### src/rtl/out_uart_hex.sv
// Serial trace of the core's 16-bit output register: each new value is sent
// as four uppercase ASCII hex digits plus CR LF on an 8N1 UART line.
module out_uart_hex #(
    parameter int CLKS_PER_BIT = 104
) (
    input  logic        i_clk,
    input  logic        i_rst,
    input  logic [15:0] i_data,
    output logic        o_tx,
    output logic        o_busy
);

    localparam int             CW        = (CLKS_PER_BIT > 2) ? $clog2(CLKS_PER_BIT) : 1;
    localparam logic [CW-1:0]  BAUD_MAX  = CW'(CLKS_PER_BIT - 1);
    localparam logic [2:0]     LAST_CHAR = 3'd5;
    localparam logic [2:0]     LAST_BIT  = 3'd7;

    typedef enum logic [1:0] {
        IDLE,
        START,
        DATA,
        STOP
    } state_t;

    state_t          state, state_nx;
    logic [15:0]     last_sent, last_sent_nx;
    logic [15:0]     snapshot, snapshot_nx;
    logic [2:0]      char_idx, char_idx_nx;
    logic [2:0]      bit_idx, bit_idx_nx;
    logic [2:0]      bit_idx_inc;
    logic [CW-1:0]   baud_cnt, baud_nx;
    logic            tx_nx, busy_nx;
    logic            baud_wrap;
    logic [7:0]      cur_char;

    function automatic logic [7:0] hex_ascii(input logic [3:0] nib);
        logic [7:0] code;
        case (nib)
            4'hA:    code = 8'h41;
            4'hB:    code = 8'h42;
            4'hC:    code = 8'h43;
            4'hD:    code = 8'h44;
            4'hE:    code = 8'h45;
            4'hF:    code = 8'h46;
            default: code = {4'h3, nib};
        endcase
        return code;
    endfunction

    // Character currently on the wire, chosen from the frozen snapshot.
    always_comb begin
        case (char_idx)
            3'd0:    cur_char = hex_ascii(snapshot[15:12]);
            3'd1:    cur_char = hex_ascii(snapshot[11:8]);
            3'd2:    cur_char = hex_ascii(snapshot[7:4]);
            3'd3:    cur_char = hex_ascii(snapshot[3:0]);
            3'd4:    cur_char = 8'h0D;
            default: cur_char = 8'h0A;
        endcase
    end

    assign baud_wrap   = (baud_cnt == BAUD_MAX);
    assign bit_idx_inc = bit_idx + 3'd1;

    always_comb begin
        // NOTE: every next-state signal gets a default first so no path
        // through the case statement can infer a latch.
        state_nx     = state;
        last_sent_nx = last_sent;
        snapshot_nx  = snapshot;
        char_idx_nx  = char_idx;
        bit_idx_nx   = bit_idx;
        baud_nx      = baud_cnt;
        tx_nx        = o_tx;
        busy_nx      = o_busy;

        case (state)
            IDLE: begin
                baud_nx = '0;
                if (i_data != last_sent) begin
                    snapshot_nx  = i_data;
                    last_sent_nx = i_data;
                    char_idx_nx  = 3'd0;
                    bit_idx_nx   = 3'd0;
                    state_nx     = START;
                    tx_nx        = 1'b0;
                    busy_nx      = 1'b1;
                end
            end

            START: begin
                if (baud_wrap) begin
                    baud_nx    = '0;
                    bit_idx_nx = 3'd0;
                    state_nx   = DATA;
                    tx_nx      = cur_char[0];
                end else begin
                    baud_nx = baud_cnt + 1'b1;
                end
            end

            DATA: begin
                if (baud_wrap) begin
                    baud_nx = '0;
                    if (bit_idx == LAST_BIT) begin
                        state_nx = STOP;
                        tx_nx    = 1'b1;
                    end else begin
                        bit_idx_nx = bit_idx_inc;
                        tx_nx      = cur_char[bit_idx_inc];
                    end
                end else begin
                    baud_nx = baud_cnt + 1'b1;
                end
            end

            STOP: begin
                if (baud_wrap) begin
                    baud_nx = '0;
                    if (char_idx == LAST_CHAR) begin
                        // Busy drops on the edge that closes the last stop bit.
                        state_nx = IDLE;
                        busy_nx  = 1'b0;
                    end else begin
                        char_idx_nx = char_idx + 3'd1;
                        state_nx    = START;
                        tx_nx       = 1'b0;
                    end
                end else begin
                    baud_nx = baud_cnt + 1'b1;
                end
            end

            default: begin
                state_nx = IDLE;
                tx_nx    = 1'b1;
                busy_nx  = 1'b0;
            end
        endcase
    end

    // NOTE: state registers use non-blocking assignments so every flop
    // samples the pre-edge values computed above.
    always_ff @(posedge i_clk or posedge i_rst) begin
        if (i_rst) begin
            state     <= IDLE;
            last_sent <= 16'h0000;
            snapshot  <= 16'h0000;
            char_idx  <= 3'd0;
            bit_idx   <= 3'd0;
            baud_cnt  <= '0;
            o_tx      <= 1'b1;
            o_busy    <= 1'b0;
        end else begin
            state     <= state_nx;
            last_sent <= last_sent_nx;
            snapshot  <= snapshot_nx;
            char_idx  <= char_idx_nx;
            bit_idx   <= bit_idx_nx;
            baud_cnt  <= baud_nx;
            o_tx      <= tx_nx;
            o_busy    <= busy_nx;
        end
    end

endmodule

### config.mk
export PLATFORM = sky130hd
export DESIGN_NAME = out_uart_hex
export DESIGN_NICKNAME = d
export VERILOG_FILES = /design/src/rtl/out_uart_hex.sv
export SDC_FILE = /design/constraint.sdc
export NUM_CORES = 1
export LEC_CHECK = 0
export BUFFER_PORTS_ARGS = -buffer_cell sky130_fd_sc_hd__clkbuf_2
export CAP_MARGIN = 20
export CORE_UTILIZATION = 45
export DETAILED_ROUTE_END_ITERATION = 12
export GPL_TIMING_DRIVEN = 1
export PLACE_DENSITY_LB_ADDON = 0.25
export SLEW_MARGIN = 15
export SYNTH_ARGS = -nofsm -noshare
export SYNTH_HDL_FRONTEND = slang
export SYNTH_SLANG_ARGS = --single-unit
### constraint.sdc
create_clock -name i_clk -period 2.25 [get_ports i_clk]
set_input_delay 0.1125 -clock i_clk [delete_from_list [all_inputs] [get_ports i_clk]]
set_output_delay 0.1125 -clock i_clk [all_outputs]
set_load 0.05 [all_outputs]
==> impl_results.md <==
* Crit end category: register
* Core area at 0.00472 mm²
* Layout cells sized above 1 at 0.255
* Synth cell count leaders: dfrtp_1, o21ai_0, xor2_1, inv_1, mux2_2
* Slew Limit Fails at 0
* Power Total at between 1000 and 1500 µW
* Layout area overhead at 17.6%
* Root Buffer: clkbuf_8
* Synth area leader: dfrtp_1
* Peak supply drop at 228 µV
* Endpoints failing setup at 0
* Worst Clk Skew at slightly above 7 ps
* Rel. slew slack at 0.571
* Net Count, Synth at 260
* Slowest CP cell: dfrtp_1
* Die width at 72.3 µm
* Arrival time at the worst endpoint at 2360 ps
* Seq/Total Area, Yosys at 0.372
* Via density at 5.48
* Max Cap Viol at 0
* # H-tree levels at 2
* Clock Sinks at 33
* Kind of critical path: register to register
* Unrepaired setup endpoints after global routing: no
* CP max FO at 7
* CTS tree: built
* DR vias at 1830
* Chip height at 72.3 µm
* Initial antenna violation count at 0
* Layout net count at 296
* Wirelength per Cell at between 10 and 15 µm
* Tmin final at about 2200 ps
* Crit Reg-Reg Startpoint: bit_idx[0]
* Rows at 25
* Largest cells by area after synthesis: dfrtp_1, xor2_1, mux2_2
* Clk slew on worst S/H paths at 70 ps
* Placed Instances at 324
* Stages on worst setup path at 8
* Final instance area at 0.00262 mm²
* Setup crit start kind: register
* Synthesis Warnings at 0
* Diodes inserted at 0
* TritonCTS buffer count at 5
* Crit-path max cell delay at 470 ps
* PD cells at 423 mW/mm²
* Iter 0 DRT Violations at 87
* Primary FF master, synth: dfrtp_1
* Ys async rst share at 1.00
* Slew of the pin with the lowest slew margin at 643 ps
* R2R setup slack at 100 ps
* Count of cell types in the netlist at 49
* Reg area at 828 µm²
* Hold Path Class: primary input to register
* Synthesized flop and latch total at 33
* Run status: complete, no violations
* CP startpoint: bit_idx[0]
* Largest net degree at the start of global routing at 18
* Leakage power at 0.00119 µW
* Final wirelength at 4860 µm
* Syn avg cell area at 9.67 µm²
* Port-buffer cells at 19
* Antenna-violating nets left at 0
* Longest Clk Path Bufs at 2
* Highest clock rate at 464 MHz
* Gpl congestion at 0.977
* CP delay by family, top: compound AO/OA/AOI/OAI gates
* DRC violations left at 0
* EDFF count, synth at 0
* Cell Area, Placed at roughly 0.0025 mm²
* CP bufs+invs at 0
* Final Hold Fails at 0
* CP Cell Sequence: ha_1 -> a21boi_0 -> o41ai_2 -> nor4_1 -> a311o_1 -> nor2_1 -> a31oi_1 -> o31ai_1
* Global-route usage over all layers at 0.204
* Synth Instances at 230
* Remaining global-route overflow at 0
* First-pass GRT wire length at a little over 8000 µm
* Synthesized area at approximately 0.0022 mm²
* Critical Path Sink: o_tx
* Die area at 0.00523 mm²
* FILL cells at 457
* Most frequent cell after synthesis: dfrtp_1
* Area of the multi-input gates at 0.00135 mm²
* RR Endpoint: o_tx
* Starting Density at 0.471
* I/O pin cnt at 20
* Final TNS setup at 0 ps
* Top-area cell type share of the netlist area at 0.360
* Post-DP HPWL at 3690 µm
* Drt pass-1 iters at 4
* Reg2reg path depth at 8
* Critical Path RT at 2460 ps
* Final Non-Filler Cells at 334
* Later-pin clock latency in the skew report at 280 ps
* Vias in the first global route at 1801
* Period utilisation layout at 0.957
[cells in the final DEF (no fill, tap or decap), drive strengths merged, types with 2 or more instances in the layout]
master,Yosys,routed
xnor2,3,3
nor4b,2,2
nand2,15,15
a21o,2,2
o21ai,24,24
nor2,10,10
nor2b,2,2
a221o,2,2
o2111ai,2,2
nor3,6,6
or3,3,3
o221ai,2,2
o2bb2ai,2,2
and3,2,2
xor2,21,21
dfrtp,32,32
o22ai,2,2
nand2b,11,11
ha,12,12
inv,16,16
a31oi,2,2
o211ai,3,3
a21boi,2,2
buf,2,12
a21oi,10,10
nor4,5,5
nand3,4,4
mux2,16,16
clkbuf,1,27
[worst register-to-register path: stages (launching register included)]
cell and delay [ps]:
dfrtp_1 470, ha_1 350, a21boi_0 340, o41ai_2 140, nor4_1 300, a311o_1 220, nor2_1 40, a31oi_1 140
o31ai_1 90
[per-layer routing]
| layer | GRT usage | part of all wire | up-vias | wire length [µm] |
|---|---|---|---|---|
| li1 | - | - | 904 | - |
| met1 | 0.278 | 0.47 | 873 | 2300 |
| met2 | 0.320 | 0.46 | 45 | 2250 |
| met3 | 0.0500 | 0.045 | 8 | 217 |
| met4 | 0.0675 | 0.019 | 0 | 91 |
| met5 | 0 | 0 | - | 0 |
[power by group]
part	internal, µW	total (µW)	switching, µW
Sequential	593	593	0.00268
Combinational	19.3	46.2	26.9
Clock	250	467	217
[flip-flops by register name (all words and copies together), names as in the netlist]
register / flops
char_idx: 3
state: 2
snapshot: 16
o_tx: 1
baud_cnt: 7
bit_idx: 3
o_busy: 1
[how the worst min path moves through the flow]
stage / cells after the start / from / end / slack, ps
after CTS: 2 / i_data[10] / snapshot[10] / 80
final: 2 / i_data[10] / snapshot[10] / 80
after global routing: 2 / i_data[10] / snapshot[10] / 80
after detailed placement: 2 / i_rst / char_idx[0] / 220
after global placement: 2 / i_rst / char_idx[0] / 220
after floorplan: 1 / i_rst / baud_cnt[0] / 240
[cell families (layout without fill, tap and decap cells)]
kind of cell	count (synthesis)	after routing	synth area share
xor+xnor	24	24	0.0945
buf+inv	19	56	0.0343
flops	33	33	0.372
fa+ha+maj	12	12	0.0675
mux	16	16	0.0810
compound gates	62	62	0.188
simple gates	64	64	0.163
[cell type report]
cell class,instances,area share
Multi-Input combinational cell,178,0.514
Sequential cell,33,0.317
Timing Repair Buffer,32,0.0794
Clock buffer,8,0.0344
Tap cell,67,0.0321
Inverter,16,0.0230
[metrics by stage]
| step | setup WS [ps] | hold WS (ps) | util |
|---|---|---|---|
| global route | 1.86 | 81.3 | 0.554 |
| detailed placement | 139 | 223 | 0.525 |
| CTS | 111 | 78.3 | 0.546 |
| finish | 96.9 | 80.5 | 0.554 |
| global placement | 150 | 219 | 0.525 |
| floorplan | 190 | 241 | - |
[timing repair]
| action | 4_1_cts | 5_1_grt |
|---|---|---|
| hold buffers | 1 | 0 |
| endpoints found under the hold margin | 16 | 0 |
| gates resized for setup | 0 | 7 |
| buffers inserted | 0 | 1 |
| setup endpoints to repair | 0 | 13 |
No activity file was read; power rests on OpenSTA's default activity.
